===== src/rtl/assoc_sum_seq_if.sv =====
`default_nettype none
// ============================================================================
// Module      : assoc_sum_seq_if
// Description : Operand/result handshake bundle for assoc_sum_seq.
// Revision    : 1.0 - initial release
// ============================================================================
interface assoc_sum_seq_if #(
    parameter int WIDTH = 13
);
    logic             in_valid;
    logic             in_ready;
    logic [WIDTH-1:0] op_a;
    logic [WIDTH-1:0] op_b;
    logic [WIDTH-1:0] op_c;
    logic             out_valid;
    logic             out_ready;
    logic [WIDTH-1:0] sum_left;
    logic [WIDTH-1:0] sum_right;
    logic             ovf_left;
    logic             ovf_right;
    logic             match;

    modport master (
        output in_valid, op_a, op_b, op_c, out_ready,
        input  in_ready, out_valid, sum_left, sum_right, ovf_left, ovf_right, match
    );

    modport slave (
        input  in_valid, op_a, op_b, op_c, out_ready,
        output in_ready, out_valid, sum_left, sum_right, ovf_left, ovf_right, match
    );
endinterface
`default_nettype wire


===== src/rtl/assoc_sum_seq.sv =====
`default_nettype none
// ============================================================================
// Module      : assoc_sum_seq
// Description : Evaluates (a+b)+c and a+(b+c) through one shared adder.
// Revision    : 1.0 - initial release
// ============================================================================
module assoc_sum_seq #(
    parameter int WIDTH = 13
) (
    input  wire logic      clk,
    input  wire logic      rst_n,
    assoc_sum_seq_if.slave bus
);
    localparam int         c_MSB  = WIDTH - 1;
    localparam logic [2:0] c_IDLE = 3'd0;
    localparam logic [2:0] c_L1   = 3'd1;
    localparam logic [2:0] c_L2   = 3'd2;
    localparam logic [2:0] c_R1   = 3'd3;
    localparam logic [2:0] c_R2   = 3'd4;
    localparam logic [2:0] c_DONE = 3'd5;

    logic [2:0]       r_state;
    logic [WIDTH-1:0] r_a;
    logic [WIDTH-1:0] r_b;
    logic [WIDTH-1:0] r_c;
    logic [WIDTH-1:0] r_t;
    logic [WIDTH-1:0] r_sum_left;
    logic [WIDTH-1:0] r_sum_right;
    logic             r_ovf_left;
    logic             r_ovf_right;
    logic             r_match;

    logic [WIDTH-1:0] w_x;
    logic [WIDTH-1:0] w_y;
    logic [WIDTH-1:0] w_sum;
    logic             w_ov;

    // Operand steering into the single shared adder, one add per state.
    always_comb begin
        w_x = r_a;
        w_y = r_b;
        case (r_state)
            c_L2: begin
                w_x = r_t;
                w_y = r_c;
            end
            c_R1: begin
                w_x = r_b;
                w_y = r_c;
            end
            c_R2: begin
                w_x = r_a;
                w_y = r_t;
            end
            default: begin
                w_x = r_a;
                w_y = r_b;
            end
        endcase
    end

    assign w_sum = w_x + w_y;
    assign w_ov  = (w_x[c_MSB] == w_y[c_MSB]) && (w_sum[c_MSB] != w_x[c_MSB]);

    always_ff @(posedge clk) begin
        if (!rst_n) begin
            r_state     <= c_IDLE;
            r_a         <= '0;
            r_b         <= '0;
            r_c         <= '0;
            r_t         <= '0;
            r_sum_left  <= '0;
            r_sum_right <= '0;
            r_ovf_left  <= 1'b0;
            r_ovf_right <= 1'b0;
            r_match     <= 1'b0;
        end else begin
            case (r_state)
                c_IDLE: begin
                    if (bus.in_valid) begin
                        r_a         <= bus.op_a;
                        r_b         <= bus.op_b;
                        r_c         <= bus.op_c;
                        r_ovf_left  <= 1'b0;
                        r_ovf_right <= 1'b0;
                        r_state     <= c_L1;
                    end
                end
                c_L1: begin
                    r_t        <= w_sum;
                    r_ovf_left <= r_ovf_left | w_ov;
                    r_state    <= c_L2;
                end
                c_L2: begin
                    r_sum_left <= w_sum;
                    r_ovf_left <= r_ovf_left | w_ov;
                    r_state    <= c_R1;
                end
                c_R1: begin
                    r_t         <= w_sum;
                    r_ovf_right <= r_ovf_right | w_ov;
                    r_state     <= c_R2;
                end
                c_R2: begin
                    r_sum_right <= w_sum;
                    r_ovf_right <= r_ovf_right | w_ov;
                    // A mismatch here can only come from a datapath fault.
                    r_match     <= (r_sum_left == w_sum);
                    r_state     <= c_DONE;
                end
                c_DONE: begin
                    if (bus.out_ready) begin
                        r_state <= c_IDLE;
                    end
                end
                default: begin
                    r_state <= c_IDLE;
                end
            endcase
        end
    end

    assign bus.in_ready  = (r_state == c_IDLE);
    assign bus.out_valid = (r_state == c_DONE);
    assign bus.sum_left  = r_sum_left;
    assign bus.sum_right = r_sum_right;
    assign bus.ovf_left  = r_ovf_left;
    assign bus.ovf_right = r_ovf_right;
    assign bus.match     = r_match;
endmodule
`default_nettype wire


===== src/flat_wrapper.sv =====
// flat-port wrapper written by rule: the top's interface ports become plain ports
module assoc_sum_seq_flat 
#(
    parameter int WIDTH = 13
)
  (clk, rst_n, bus_in_valid, bus_op_a, bus_op_b, bus_op_c, bus_out_ready, bus_in_ready, bus_out_valid, bus_sum_left, bus_sum_right, bus_ovf_left, bus_ovf_right, bus_match);
  assoc_sum_seq_if #(.WIDTH(WIDTH)) bus_i ();
  input  wire logic clk;
  input  wire logic rst_n;
  input wire logic [$bits(bus_i.in_valid)-1:0] bus_in_valid;
  input wire logic [$bits(bus_i.op_a)-1:0] bus_op_a;
  input wire logic [$bits(bus_i.op_b)-1:0] bus_op_b;
  input wire logic [$bits(bus_i.op_c)-1:0] bus_op_c;
  input wire logic [$bits(bus_i.out_ready)-1:0] bus_out_ready;
  output wire logic [$bits(bus_i.in_ready)-1:0] bus_in_ready;
  output wire logic [$bits(bus_i.out_valid)-1:0] bus_out_valid;
  output wire logic [$bits(bus_i.sum_left)-1:0] bus_sum_left;
  output wire logic [$bits(bus_i.sum_right)-1:0] bus_sum_right;
  output wire logic [$bits(bus_i.ovf_left)-1:0] bus_ovf_left;
  output wire logic [$bits(bus_i.ovf_right)-1:0] bus_ovf_right;
  output wire logic [$bits(bus_i.match)-1:0] bus_match;
  assign bus_i.in_valid = bus_in_valid;
  assign bus_i.op_a = bus_op_a;
  assign bus_i.op_b = bus_op_b;
  assign bus_i.op_c = bus_op_c;
  assign bus_i.out_ready = bus_out_ready;
  assign bus_in_ready = bus_i.in_ready;
  assign bus_out_valid = bus_i.out_valid;
  assign bus_sum_left = bus_i.sum_left;
  assign bus_sum_right = bus_i.sum_right;
  assign bus_ovf_left = bus_i.ovf_left;
  assign bus_ovf_right = bus_i.ovf_right;
  assign bus_match = bus_i.match;
  assoc_sum_seq #(.WIDTH(WIDTH)) u_core (.clk(clk), .rst_n(rst_n), .bus(bus_i));
endmodule

===== config.mk =====
export PLATFORM = sky130hd
export DESIGN_NAME = assoc_sum_seq_flat
export DESIGN_NICKNAME = d
export VERILOG_FILES = /design/src/rtl/assoc_sum_seq_if.sv /design/src/rtl/assoc_sum_seq.sv /design/src/flat_wrapper.sv
export SDC_FILE = /design/constraint.sdc
export NUM_CORES = 1
export LEC_CHECK = 0
export ABC_AREA = 1
export CORE_ASPECT_RATIO = 1.2
export CORE_MARGIN = 4
export CORE_UTILIZATION = 50
export CTS_CLUSTER_SIZE = 20
export DETAILED_ROUTE_END_ITERATION = 7
export GPL_ROUTABILITY_DRIVEN = 0
export PLACE_DENSITY_LB_ADDON = 0.3
export SYNTH_ARGS = -nofsm -noshare
export SYNTH_HDL_FRONTEND = slang
export SYNTH_SLANG_ARGS = --single-unit

===== constraint.sdc =====
create_clock -name clk -period 4.7 [get_ports clk]
set_input_delay 0.47 -clock clk [delete_from_list [all_inputs] [get_ports clk]]
set_output_delay 0.47 -clock clk [all_outputs]
set_load 0.005 [all_outputs]

[Yosys cells after proc, flatten, opt, wreduce, memory -nomap -nowiden]
Cells that the tools add are included.
Word-level totals
  flip-flop bits (word level): 84
  bits of input ports: 43
  logic and storage cells: 43
  output and inout bits: 31
Cells by class
  multiplexer cells: 8
  reduce and logical (&&, ||, !) cells: 12
  $add $sub $neg: 1
  equal/unequal tests: 10
  bitwise gates (word level): 2
Operator list (number)
  13-bit case mux with 2 select lines: 2
  3-bit case mux with 6 select lines: 1
  13-bit adder: 1
  13-bit equality test: 1
  2-bit AND reduction: 4
  2-bit OR reduction: 4
  3-bit by 2-bit equality test with 1-bit output (second input constant): 2
  3-bit equality test (second input constant): 2
  3-bit two-way mux: 2
  2-bit inequality test (second input constant): 2
  1-bit case mux with 2 select lines: 2
  2-bit nonzero test: 2
  3-bit by 1-bit equality test with 1-bit output (second input constant): 1
  3-bit zero test: 1
  1-bit OR: 2
  1-bit equality test: 1
  1-bit logical AND: 1
  1-bit two-way mux: 1
  1-bit inequality test: 1

[Logic depth before layout (Yosys ltp)]
Gate-level depths: netlist of the first run.
  depth in word-level cells: 8
  gate-level depth with buffers: 26
  gate-level depth less buffers: 25

[Worst setup path before layout of the first run]
No wires, ideal clock.
  path kind: reg2reg
  start: register u_core.r_state[0]
  end: register u_core.r_match, in the netlist u_core.bus.match
  path buffers: 1
  required time: 4568 ps
  clock period less this slack: 3052 ps
  cell stages (with the launch flop): 21
  data arrival time: 2919 ps
  setup slack: 1648 ps
  setup time: 132 ps
  cell sequence: dfxtp_1 inv_2 nor2_4 nand2_2 nand2_4 clkbuf_1 o21ai_0 a21oi_1 a21oi_1 ha_1 fa_1 nand2_1 nand2_1 nand4_1 nand2_1 a21oi_1 nand3_1 nand3_1 nand2_1 nand3_1 a21oi_1
Between the ends
  word-level cells in the longest chain between the ends: 5
  elaborated cells on any way between the ends: 8
  classes of those cells: add/sub (1); eq/ne (4); mux (2); reduce/logical (1)
Ends and longest elaborated chain
  from (decl): RTL line assoc_sum_seq.sv:22  | logic [2:0] r_state;
  from (signal assigned): RTL line assoc_sum_seq.sv:67  | r_state <= c_IDLE;
  from (signal assigned): RTL line assoc_sum_seq.sv:86  | r_state <= c_L1;
  from (signal assigned): RTL line assoc_sum_seq.sv:92  | r_state <= c_L2;
  3-bit by 2-bit equality test with 1-bit output: RTL line assoc_sum_seq.sv:42  | case (r_state)
  2-bit OR reduction (no line)
  13-bit case mux with 2 select lines: RTL line assoc_sum_seq.sv:42
  13-bit adder: RTL line assoc_sum_seq.sv:62  | assign w_sum = w_x + w_y;
  13-bit equality test: RTL line assoc_sum_seq.sv:108  | r_match <= (r_sum_left == w_sum);
  to (signal assigned): RTL line assoc_sum_seq.sv:108
  to (decl): RTL line assoc_sum_seq.sv:31  | logic r_match;
Parallel ways exist; a longest one is shown, timed or not.
A chain may end at the register's enable or synchronous reset.

[Worst setup path in the final report of the first run]
  start: register u_core.r_state[0]
  end: register u_core.r_ovf_right, in the netlist u_core.bus.ovf_right
Between the ends
  word-level cells in the longest chain between the ends: 8
  elaborated cells on any way between the ends: 17
  classes of those cells: add/sub (1); eq/ne (6); mux (3); bitwise (1); reduce/logical (6)
Ends and longest elaborated chain
  3-bit by 2-bit equality test with 1-bit output, on equally long branches: RTL line assoc_sum_seq.sv:42, assoc_sum_seq.sv:78
  2-bit OR reduction (no line)
  13-bit case mux with 2 select lines: RTL line assoc_sum_seq.sv:42
  13-bit adder: RTL line assoc_sum_seq.sv:62
  1-bit inequality test: RTL line assoc_sum_seq.sv:63  | assign w_ov = (w_x[c_MSB] == w_y[c_MSB]) && (w_sum[c_MSB] != w_x[c_MSB]);
  1-bit logical AND: RTL line assoc_sum_seq.sv:63
  1-bit OR: RTL line assoc_sum_seq.sv:101, assoc_sum_seq.sv:106
  1-bit case mux with 2 select lines: RTL line assoc_sum_seq.sv:78  | case (r_state)
  to (signal assigned): RTL line assoc_sum_seq.sv:101  | r_ovf_right <= r_ovf_right | w_ov;
  to (signal assigned): RTL line assoc_sum_seq.sv:106  | r_ovf_right <= r_ovf_right | w_ov;
  to (decl): RTL line assoc_sum_seq.sv:30  | logic r_ovf_right;
Parallel ways exist; a longest one is shown, timed or not.

==> results summary, run 1 <==
The flow ran to the end, and the final reports show no timing, DRC or antenna violations. The root cell of the clock tree is sky130_fd_sc_hd__clkbuf_8. The number of global-route vias before repair came out at 4474. Summed over all nets, the half-perimeter wirelength after detailed placement is 9640 um. The xor-xnor portion of the synthesized cell area is 0.3779%. In this run the worst hold path is classified as flip-flop to flip-flop. Dividing the final minimum period by the clock period gives 88.52%. The instance count of the mapped netlist came out at 717. STA puts the critical path data arrival time at 4.41 ns. The DRC violation count after routing came out at 0. The number of hold violations in the final report came to 0. The clock skew is 0.007383 ns. The post-synthesis area per instance is 6.465 um^2. Synthesis instantiated 35 different standard cells from the library.

The vertical die dimension came out at 113.5 um. The routed length per instance is 14.39 um. The critical path is of the flip-flop to flip-flop type. The reported leakage power came out at 2.691 nW. The overall via count from detail_route came out at 4807. Excluding fillers, the count of instances in the completed layout stands at 897. Setup repair after global routing left no endpoint under its margin. The relative slew slack is 33.13%.

The largest family of logic cells by synthesized area is simple AND/OR/NAND/NOR gates. The post-detailed-route via-to-cell ratio came out at 5.359. The setup fix buffers added after clock tree synthesis is 0. The number of failing setup endpoints in the final timing report is 0.

The post-synth design cell area is 4636 um^2. The final count of pins violating max slew is 0. The share of the core filled with cells came out at 62.42%. The setup TNS is 0 ns.

Counting the buffers created by CTS gives 9. IR analysis of the VDD net gives a maximum drop of 0.2304 mV. The fraction of the yosys area taken by sequential cells came out at 36.28%. Clock tree synthesis found a total of 84 sinks.

The number of antenna violations at the first check in global routing came to 0. Buffers placed on the I/O ports in this run total 73. The number of placed instances, taps included, is 881. STA classifies the critical path startpoint as a flip-flop.

The ratio of cells with drive above 1 in the final layout is 4.633%. The time the worst path needs with I/O delays and setup came out at 4.161 ns. Compared with the post-synthesis result, the final layout area differs by 21.65%. The final-layout fill cell count is 834. The number of buffers between clock root and the deepest sink came out at 2. The post-layout net count is 828.

The global router's overall resource usage came out at 24.49%. The power per cell area is 426.6 nW/um^2. Once detail routing completed, the nets flagged for antenna violations numbered 0. Once the floorplan was initialized, standard cells occupied 51.32% of the core.

The largest fanout on the critical path came out at 28. The core area is 9034 um^2. The repair_antennas step left the layout with diodes totalling 0.

The least setup slack across all paths after layout came out at 0.5394 ns. The initialized floorplan defines 38 standard-cell rows. The first-pass GRT wire length came out at 20790 um. The clock insertion delay at the later pin of the skew report came out at 0.37 ns. When the netlist entered floorplanning its net count stood at 773. For this run, the number of Yosys warnings is 0. Of the post-synthesis cell area, the part taken by muxes is 0%. The number of maximum-capacitance constraint violations is 0. For the pin with the worst max-slew slack, the measured transition is 0.9969 ns. The H-tree was split into 3 levels. The CTS tree is built.

STA classifies the critical path endpoint as a flip-flop. Counting flops and latches in the post-synthesis netlist gives 84. At the placement stage, the worst setup path has a slack of 0.6765 ns. The area fraction in and, or, nand and nor cells after synthesis is 25.02%. The overflow left after global routing came out at 0. Summed over all layers, the routed wires come to 12910 um.

The adder and majority gate portion of the synthesized area is 3.671%. Hold repair after CTS inserted 0 buffers. The width of the die is 95.90 um. The pin count of the biggest net entering global routing is 64.

The top-level port count came out at 74. The number of detailed-routing iterations run before antenna repair came out at 6. In this run, the number of DRC markers left after iteration 0 of detailed routing was 417.

The post-cts gate resize count came out at 0. The highest attainable clock frequency came out at 240.4 MHz. The worst endpoint required time came out at 4.95 ns. The die covers 10880 um^2.

The post-CTS clock slew at the launch and capture registers of the worst setup and hold paths came out at 0.08 ns. The post-synthesis compound-gate area fraction is 21.89%.
==> through the flow <==
step	power, mW	hold slack, ns	area [um^2]
global route	2.560	0.4977	5639
finish	2.405	0.4770	5639
floorplan	1.489	0.4297	4636
CTS	2.395	0.4735	5639
global placement	1.746	0.4538	5400
detailed placement	1.767	0.4595	5400
==> synth_stat cells (all sizes together) <==
library cell,number,share of area (%)
inv,121,9.9
nand2,118,10
nor2,105,9.1
o21ai,100,11
dfxtp,84,36
a21oi,71,7.7
nand3,41,4.7
clkbuf,28,2.3
a22oi,12,1.9
ha,12,3.2
nand4,4,0.54
o211ai,4,0.65
buf,3,0.57
nor3,2,0.22
a211oi,1,0.16
a21boi,1,0.16
a21o,1,0.16
and2,1,0.14
clkinv,1,0.081
fa,1,0.43
nand3b,1,0.16
nor4,1,0.14
o21bai,1,0.16
o221ai,1,0.19
xnor2,1,0.19
xor2,1,0.19
==> sequential cells by signal, summed over array words and instances, names as in the netlist, 3 cells and up <==
signal,flops
u_core.bus.sum_left,13
u_core.bus.sum_right,13
u_core.r_a,13
u_core.r_b,13
u_core.r_c,13
u_core.r_t,13
u_core.r_state,3
==> area by class of cell <==
| type | count | area, um^2 | share of cell area, % |
|---|---|---|---|
| Clock inverter | 5 | 107.6 | 1.908 |
| Multi-Input combinational cell | 480 | 2362 | 41.89 |
| Timing Repair Buffer | 75 | 745.7 | 13.22 |
| Tap cell | 120 | 150.1 | 2.663 |
| Clock buffer | 11 | 131.4 | 2.330 |
| Sequential cell | 84 | 1682 | 29.82 |
| Inverter | 122 | 460.4 | 8.165 |
==> worst paths after layout <==
check,start,to,slack [ns],depth (start not counted)
hold / removal,u_core.r_b[9],u_core.r_b[9],0.48,2
hold reg to reg,u_core.r_b[9],u_core.r_b[9],0.48,2
setup reg to reg,u_core.r_state[0],u_core.bus.ovf_right,0.54,19
setup / recovery,u_core.r_state[0],u_core.bus.ovf_right,0.54,19
==> kinds of logic after synthesis <==
logic type | count (synthesis)
buffers and inverters | 153
DFF | 84
and+or+nand+nor | 273
AOI/OAI and AO/OA | 192
adders and majority gates | 13
xor gates and xnor gates | 2
==> worst max-delay path, cell delays in order (launching register included) <==
cell and delay (ns):
sky130_fd_sc_hd__dfxtp_1 0.44, sky130_fd_sc_hd__inv_2 0.12, sky130_fd_sc_hd__nor2_4 0.29, sky130_fd_sc_hd__nand2_2 0.23, sky130_fd_sc_hd__nand2_4 0.28, sky130_fd_sc_hd__nor2_2 0.07
sky130_fd_sc_hd__inv_1 0.39, sky130_fd_sc_hd__o21ai_0 0.17, sky130_fd_sc_hd__ha_1 0.27, sky130_fd_sc_hd__fa_1 0.45, sky130_fd_sc_hd__nand2_1 0.13, sky130_fd_sc_hd__nand2_1 0.12
sky130_fd_sc_hd__nand4_1 0.16, sky130_fd_sc_hd__nand2_1 0.13, sky130_fd_sc_hd__a21oi_1 0.29, sky130_fd_sc_hd__nand2_1 0.10, sky130_fd_sc_hd__nand2_1 0.10, sky130_fd_sc_hd__nor2_1 0.05
sky130_fd_sc_hd__o21ai_0 0.17, sky130_fd_sc_hd__nor2_1 0.06
==> where the power goes <==
group | switching, mW | internal (mW)
sequential | 0.0654 | 0.794
clock | 0.272 | 0.356
combinational | 0.594 | 0.324
==> layer usage <==
metal | share of wire, % | vias up | GRT usage (%)
li1 | - | 2405 | -
met1 | 41 | 2132 | 30.22
met2 | 46 | 221 | 40.26
met3 | 7.4 | 49 | 3.298
met4 | 5.0 | 0 | 14.33
met5 | 0 | - | 0
==> layout by cell type (no fill, tap or decap), drive strengths merged <==
cell type / synthesis / layout
a211oi: 1 / 1
a21boi: 1 / 1
a21o: 1 / 1
a21oi: 71 / 71
a22oi: 12 / 12
and2: 1 / 1
buf: 3 / 2
bufinv: 0 / 3
clkbuf: 28 / 11
clkdlybuf4s50: 0 / 73
clkinv: 1 / 2
dfxtp: 84 / 84
fa: 1 / 1
ha: 12 / 12
inv: 121 / 122
nand2: 118 / 118
nand3: 41 / 41
nand3b: 1 / 1
nand4: 4 / 4
nor2: 105 / 105
nor3: 2 / 2
nor4: 1 / 1
o211ai: 4 / 4
o21ai: 100 / 100
o21bai: 1 / 1
o221ai: 1 / 1
xnor2: 1 / 1
xor2: 1 / 1
Power figures use the tool's default switching activity.
==> inputs of run 2 (changes only) <==
--- a/config.mk
+++ b/config.mk
@@ -6,6 +6,7 @@
 export NUM_CORES = 1
 export LEC_CHECK = 0
 export ABC_AREA = 1
+export CAP_MARGIN = 40
 export CORE_ASPECT_RATIO = 1.2
 export CORE_MARGIN = 4
 export CORE_UTILIZATION = 50
@@ -13,6 +14,7 @@
 export DETAILED_ROUTE_END_ITERATION = 7
 export GPL_ROUTABILITY_DRIVEN = 0
 export PLACE_DENSITY_LB_ADDON = 0.3
+export SLEW_MARGIN = 20
 export SYNTH_ARGS = -nofsm -noshare
 export SYNTH_HDL_FRONTEND = slang
 export SYNTH_SLANG_ARGS = --single-unit
==> run 2 against run 1 <==
  * Utilization grew 0.22 points
  * Clock-buffer cell count is 2 lower
  * Die area unchanged
  * Sequential power is essentially flat
  * Fmax up 0.57%
  * Cell area rose by 0.36%
  * Cell count grew 0.11%
  * First-iteration DRC count is 14% lower
  * Wire length shrank 0.38%
  * Clock skew is 0.0031 ns higher
  * Clock power down 9.2%
==> results summary, run 2 (synthesis results as in run 1) <==
The worst hold slack is 0.4717 ns (-0.005358 ns). The total internal power came out at 1.423 mW (-3.5%). The critical path is of the flip-flop to flip-flop type. The root buffer cell chosen for the clock tree is sky130_fd_sc_hd__clkbuf_8. The vertical die dimension came out at 113.5 um (unchanged).

The detailed placer's ending HPWL is 9725 um (+0.88%). The overall via count from detail_route came out at 4797 (-0.21%). The number of global-route vias before repair came out at 4496 (+0.49%). The post-detailed-route via-to-cell ratio came out at 5.342 (-0.32%). The post-layout net count is 830 (+0.24%). The global router's overall resource usage is 24.72% (+0.24 points). The largest fanout on the critical path was 28 (unchanged). The clock network fraction of total power came out at 24.3% (-1.8 points). The highest attainable clock frequency is 241.7 MHz (+0.57%).

The share of total power in combinational logic is 39.2% (+1.0 points). The overall die area is 10880 um^2 (unchanged). The net switching share of the total power came out at 39.42% (+0.72 points). In this run the critical register-to-register path is launched from u_core.r_state[0]. The setup fix buffers added after clock tree synthesis came to 0 (unchanged). The final count of pins violating max slew is 0 (unchanged). In this run the worst setup path terminates at u_core.bus.ovf_right. The final standard cell area without fillers came out at 5659 um^2 (+0.36%). The start point of the critical path is u_core.r_state[0]. The width of the die is 95.90 um (unchanged). The worst endpoint required time came out at 4.96 ns (about the same). The number of cells on the worst reg-to-reg path is 19 (unchanged). The count of input and output buffers is 73 (unchanged). Traced cell by cell, the critical path runs through inv_2, nor2_4, nand2_2, nand2_4, nor2_2, inv_1, o21ai_0, ha_1, fa_1, nand2_1, nand2_1, nand4_1, nand2_1, a21oi_1, nand2_1, nand2_1, nor2_1, o21ai_0, nor2_1. The top-level port count is 74 (unchanged).

The worst hold path belongs to the class flip-flop to flip-flop. The relative slew slack came out at 65.39% (+32 points). The number of buffers created by CTS is 9 (unchanged). The worst setup path is launched from a flip-flop. The sequential power share was 36.6% (+0.9 points).

The reported leakage power is 2.706 nW (+0.53%). The routed length per instance is 14.32 um (-0.49%). The post-cts gate resize count came out at 0 (unchanged). The overflow left after global routing came out at 0 (unchanged). The end of the worst register-to-register path is u_core.bus.ovf_right. The iteration-0 DRC count of the detailed router is 357 (-14%). The portion of the clock cycle consumed by the worst path in the final layout came out at 88.02% (-0.50 points). The commonest non-fill, non-tap cell in the layout is sky130_fd_sc_hd__inv_1. The final-layout fill cell count came to 814 (-2.4%).

The power per cell area came to 415.1 nW/um^2 (-2.7%). The number of maximum-capacitance constraint violations is 0 (unchanged). The first-pass GRT wire length is 21250 um (+2.2%). The ratio of cells with drive above 1 in the final layout was 5.013% (+0.38 points). The final antenna diode count came out at 0 (unchanged). The post-CTS clock slew at the launch and capture registers of the worst setup and hold paths came out at 0.09 ns (about the same).

The clock insertion delay at the later pin of the skew report came out at 0.37 ns (about the same). The number of detailed-routing iterations run before antenna repair came to 6 (unchanged). The CTS tree is built. The data arrival time of the critical path is 4.39 ns (-0.02 ns).

The number of H-tree branching levels came to 3 (unchanged). The number of buffers between clock root and the deepest sink is 2 (unchanged). The number of failing setup endpoints in the final timing report is 0 (unchanged). The setup TNS came out at 0 ns (unchanged). The effective utilization at floorplan is 51.32% (unchanged). The pin count of the biggest net entering global routing came out at 64 (unchanged). The sum of routed wire length over all layers is 12860 um (-0.38%). The number of hold violations in the final report was 0 (unchanged). The run finished with clean final reports. The layout-stage area growth over the synthesis result came out at 22.08%. The slew at the pin with the worst max-slew slack is 0.5185 ns (-0.4784 ns). The setup slack of the most critical reg-to-reg path is 0.56 ns (+0.02 ns). The top cell types in the final layout, fill and taps aside, are sky130_fd_sc_hd__inv_1 (114), sky130_fd_sc_hd__nand2_1 (112), sky130_fd_sc_hd__nor2_1 (99), sky130_fd_sc_hd__o21ai_0 (90), sky130_fd_sc_hd__dfxtp_1 (84). The DRC violation count after routing is 0 (unchanged). Setup repair after global routing left no endpoint under its margin. The total of hold buffers inserted after clock tree synthesis is 0 (unchanged). The number of nets with antenna violations after detailed routing came out at 0 (unchanged). The clock skew came out at 0.01052 ns (+0.003139 ns). The number of antenna violations at the first check in global routing is 0 (unchanged). The worst ir drop on vdd is 0.2997 mV (+30%). The largest stage delay on the critical path is 0.44 ns (about the same). The time the worst path needs with I/O delays and setup came out at 4.137 ns (-0.02358 ns). The core area came out at 9034 um^2 (unchanged). The number of placement rows is 38 (unchanged).

On the critical path, the stage with the largest delay is an instance of sky130_fd_sc_hd__fa_1. The net switching power is 0.9260 mW (-0.54%). The nature of the critical path endpoint is a flip-flop.

The sink count of the clock tree came to 84 (unchanged). The cell area after placement was 5428 um^2 (+0.51%). Among the stages of the critical path, the cell type that occurs most often is sky130_fd_sc_hd__nand2_1.
## run 2: cell types whose count changed in the layout (fill, tap and decap cells not counted), sizes merged
cell / previous run / this run
inv: 122 / 123
buf: 2 / 4
clkinv: 2 / 3
clkbuf: 11 / 9
bufinv: 3 / 2
## run 2: routing by layer
layer | global-route usage (%) | vias to the layer above | part of all wire (%)
met3 | 3.562 | 41 | 6.3
met2 | 40.07 | 195 | 47
met4 | 13.85 | 0 | 4.7
met1 | 31.15 | 2143 | 42
met5 | 0 | - | 0
li1 | - | 2418 | -
## run 2: power groups by stage
| stage | logic, mW | clock network [mW] | registers, mW |
|---|---|---|---|
| after floorplan | 0.641 | 0 | 0.848 |
| after global placement | 0.877 | 0 | 0.869 |
| after detailed placement | 0.898 | 0 | 0.871 |
| after CTS | 0.905 | 0.573 | 0.856 |
| after global routing | 1.04 | 0.600 | 0.866 |
| final | 0.920 | 0.570 | 0.859 |
## run 2: how the worst min path moves through the flow
stage	startpoint	cells after the start	slack, ns	to
after floorplan	u_core.r_a[0]	2	0.43	u_core.r_a[0]
after global placement	u_core.r_b[11]	2	0.45	u_core.r_b[11]
after detailed placement	u_core.r_b[10]	2	0.46	u_core.r_b[10]
after CTS	u_core.r_b[10]	2	0.47	u_core.r_b[10]
after global routing	u_core.r_a[3]	2	0.49	u_core.r_a[3]
final	u_core.r_b[9]	2	0.47	u_core.r_b[9]
## run 2: area by class of cell
class | instances | area, um^2 | share of cell area [%]
clock buffer | 9 | 123.9 | 2.189
clock inverter | 6 | 87.58 | 1.548
inverter | 122 | 460.4 | 8.136
multi-input combinational | 480 | 2362 | 41.74
sequential | 84 | 1682 | 29.71
tap | 120 | 150.1 | 2.653
timing repair buffer | 77 | 793.3 | 14.02
## run 2: through the flow
stage / std cells / total power, mW / setup slack (ns) / util, %
global route: 898 / 2.503 / 0.1797 / 62.65
global placement: 881 / 1.746 / 0.9284 / 59.78
detailed placement: 882 / 1.769 / 0.6801 / 60.08
CTS: 897 / 2.334 / 0.6559 / 62.42
finish: 898 / 2.349 / 0.5630 / 62.65
floorplan: 717 / 1.489 / 1.648 / -
## run 2: worst max-delay path: cells and delay by family (launching register included)
kind / cells / cell delay, ns
flops: 1 / 0.43
fa+ha+maj: 2 / 0.71
simple gates: 12 / 1.70
buf+inv: 2 / 0.50
compound gates: 3 / 0.64
==> inputs of run 3 (changes only) <==
--- a/config.mk
+++ b/config.mk
@@ -9,7 +9,8 @@
 export CAP_MARGIN = 40
 export CORE_ASPECT_RATIO = 1.2
 export CORE_MARGIN = 4
-export CORE_UTILIZATION = 50
+export CORE_UTILIZATION = 35
+export CTS_CLUSTER_DIAMETER = 60
 export CTS_CLUSTER_SIZE = 20
 export DETAILED_ROUTE_END_ITERATION = 7
 export GPL_ROUTABILITY_DRIVEN = 0
==> run 3 against run 2 <==
  * Non-clock buffer count stayed put
  * Global-route usage decreased by 7.7 points
  * Sequential share of layout area down 0.92 points
  * Cell count rose by 5.0%
  * Critical path depth unchanged
  * Fmax increased by 3.0%
  * Die area rose by 39%
  * Combinational power fell by 1%
  * Hold slack worse by 0.0048 ns
  * Clock power rose by 45%
  * Clock-buffer cell count up 1
  * Power up 10%
  * Critical path type unchanged
==> results summary, run 3 (synthesis results as in run 1) <==
The final-layout fill cell count came out at 1372 (+69%). The post-cts gate resize count came out at 0 (unchanged). Clock tree synthesis selected as its root buffer the cell sky130_fd_sc_hd__clkbuf_16.

The count of input and output buffers is 73 (unchanged). The path type of the worst setup path is flip-flop to flip-flop. The ratio of cells with drive above 1 in the final layout came to 5.135% (+0.12 points). The least setup slack across all paths after layout came out at 0.6848 ns (+0.1218 ns). The area taken by flip-flops and latches is 1682 um^2 (unchanged). The routed length per instance is 13.17 um (-8.0%). The net switching power came out at 0.9312 mW (+0.57%). The post-CTS clock slew at the launch and capture registers of the worst setup and hold paths came out at 0.06 ns (-0.03 ns).

The time the worst path needs with I/O delays and setup is 4.015 ns (-0.1218 ns). The DRC violation count after routing is 0 (unchanged). The sequential power share is 33.0% (-3.6 points). The number of maximum-capacitance constraint violations is 0 (unchanged). The power per cell area came to 443.1 nW/um^2 (+6.7%).

The sink count of the clock tree is 84 (unchanged). The final count of pins violating max slew is 0 (unchanged). The commonest non-fill, non-tap cell in the layout is sky130_fd_sc_hd__inv_1. The largest fanout on the critical path is 28 (unchanged). The worst ir drop on vdd came out at 0.2000 mV (-33%). The width of the die came out at 113.1 um (+18%). The post-placement setup slack is 0.6827 ns (+0.002578 ns). The post-layout net count is 830 (unchanged). The number of placement rows is 45 (+18%). The setup TNS is 0 ns (unchanged). The number of buffers between clock root and the deepest sink came out at 2 (unchanged).

The global router's overall resource usage came out at 17.06% (-7.7 points). The core area came out at 12840 um^2 (+42%). The final antenna diode count is 0 (unchanged). The sum of routed wire length over all layers is 12420 um (-3.4%). The detailed placer's ending HPWL came out at 9429 um (-3.0%). The reported leakage power came out at 2.759 nW (+2.0%).

The overall via count from detail_route is 4522 (-5.7%). The area occupied by multi-input gates is 2362 um^2 (unchanged). The net switching share of the total power came out at 35.99% (-3.4 points). The pin count of the biggest net entering global routing came out at 52 (-19%).

The number of detailed-routing iterations run before antenna repair came out at 5 (-1). The number of hold violations in the final report is 0 (unchanged). The number of nets with antenna violations after detailed routing came out at 0 (unchanged).

The post-detailed-route via-to-cell ratio came to 4.795 (-10%). The setup fix buffers added after clock tree synthesis is 0 (unchanged). The slew at the pin with the worst max-slew slack is 0.5394 ns (+0.02084 ns). The first-pass GRT wire length came to 20900 um (-1.7%).

The iteration-0 DRC count of the detailed router is 313 (-12%). The overflow left after global routing is 0 (unchanged). The worst setup path is launched from a flip-flop. The clock skew came out at 0.006485 ns (-0.004037 ns).

The data arrival time of the critical path is 4.29 ns (-0.10 ns). The vertical die dimension is 134.1 um (+18%). In the layout the commonest cells are sky130_fd_sc_hd__inv_1 (114), sky130_fd_sc_hd__nand2_1 (112), sky130_fd_sc_hd__nor2_1 (99), sky130_fd_sc_hd__o21ai_0 (90), sky130_fd_sc_hd__dfxtp_1 (84). The total of hold buffers inserted after clock tree synthesis came out at 0 (unchanged). The number of H-tree branching levels came out at 3 (unchanged). The run finished with clean final reports. The effective utilization at floorplan is 36.11% (-15 points). The total internal power is 1.657 mW (+16%). The number of global-route vias before repair came to 4274 (-4.9%). The clock network fraction of total power came out at 32.0% (+7.7 points). The CTS tree is built. The relative slew slack is 63.82% (-1.6 points). The overall die area is 15160 um^2 (+39%). The number of buffers created by CTS came out at 9 (unchanged). Setup repair after global routing left no endpoint under its margin. The top-level port count came out at 74 (unchanged). The clock insertion delay at the later pin of the skew report is 0.34 ns (-0.03 ns). The number of antenna violations at the first check in global routing came to 0 (unchanged). The portion of the clock cycle consumed by the worst path in the final layout came to 85.43% (-2.6 points).

The nature of the critical path endpoint is a flip-flop. The layout-stage area growth over the synthesis result came out at 25.99%. The highest attainable clock frequency came out at 249.1 MHz (+3.0%).

The number of failing setup endpoints in the final timing report came out at 0 (unchanged). The share of total power in combinational logic was 35.0% (-4.2 points). The tightest min-delay check is of the flip-flop to flip-flop type.

The worst endpoint required time was 4.98 ns (+0.02 ns).
run 3: cell types whose count changed in the layout (fill, tap and decap cells not counted), sizes merged:
cell,delta
inv,-2
clkbuf,+1
bufinv,+1
clkinvlp,+1
run 3: layout make-up:
class	count	area share (%)
multi-input combinational	480	40.45
sequential	84	28.79
timing repair buffer	77	13.37
inverter	122	7.883
clock buffer	10	4.092
tap	164	3.513
clock inverter	6	1.907
run 3: per-stage QoR:
step,cells,instance area [um^2],power [mW],hold WS (ns),util [%]
after floorplan,717,4636,1.489,0.4297,-
after global placement,926,5463,1.758,0.4563,42.55
after detailed placement,927,5490,1.767,0.4594,42.77
after CTS,943,5841,2.602,0.4684,45.50
after global routing,943,5841,2.784,0.4913,45.50
final,943,5841,2.588,0.4668,45.50
run 3: power by group through the flow:
stage / Clock [mW] / Sequential (mW) / Combinational (mW)
3_3_place_gp: 0 / 0.866 / 0.891
2_1_floorplan: 0 / 0.848 / 0.641
4_1_cts: 0.843 / 0.851 / 0.907
3_5_place_dp: 0 / 0.866 / 0.901
5_1_grt: 0.875 / 0.863 / 1.05
6_report: 0.828 / 0.853 / 0.907
run 3: critical path, stage by stage, from the launching register on:
cell                      delay (ns)
sky130_fd_sc_hd__dfxtp_1        0.41
sky130_fd_sc_hd__inv_2          0.11
sky130_fd_sc_hd__nor2_4         0.31
sky130_fd_sc_hd__nand2_2        0.24
sky130_fd_sc_hd__nand2_4        0.28
sky130_fd_sc_hd__nor2_2         0.07
sky130_fd_sc_hd__inv_1          0.39
sky130_fd_sc_hd__o21ai_0        0.16
sky130_fd_sc_hd__ha_1           0.27
sky130_fd_sc_hd__fa_1           0.56
sky130_fd_sc_hd__xor2_1         0.20
sky130_fd_sc_hd__nor2_1         0.19
sky130_fd_sc_hd__nand2_1        0.09
sky130_fd_sc_hd__nor2_1         0.11
sky130_fd_sc_hd__nand2_1        0.05
sky130_fd_sc_hd__nor2_1         0.08
sky130_fd_sc_hd__nand3_1        0.08
sky130_fd_sc_hd__nor2_1         0.14
sky130_fd_sc_hd__nand3_1        0.09
sky130_fd_sc_hd__a21oi_1        0.12
run 3: worst paths after layout:
| check | start | endpoint | slack [ns] | cells past startpoint |
|---|---|---|---|---|
| worst max-delay path | u_core.r_state[0] | u_core.bus.match | 0.68 | 19 |
| worst min-delay path | u_core.r_b[5] | u_core.r_b[5] | 0.47 | 2 |
| worst max register to register | u_core.r_state[0] | u_core.bus.match | 0.68 | 19 |
| worst min register to register | u_core.r_b[5] | u_core.r_b[5] | 0.47 | 2 |
run 3: routing by layer:
| metal | global-route usage [%] | part of all wire, % | vias to the layer above |
|---|---|---|---|
| met1 | 22.61 | 48 | 1961 |
| met4 | 7.415 | 2.8 | 0 |
| li1 | - | - | 2417 |
| met3 | 3.023 | 4.5 | 29 |
| met5 | 0 | 0 | - |
| met2 | 27.17 | 45 | 115 |
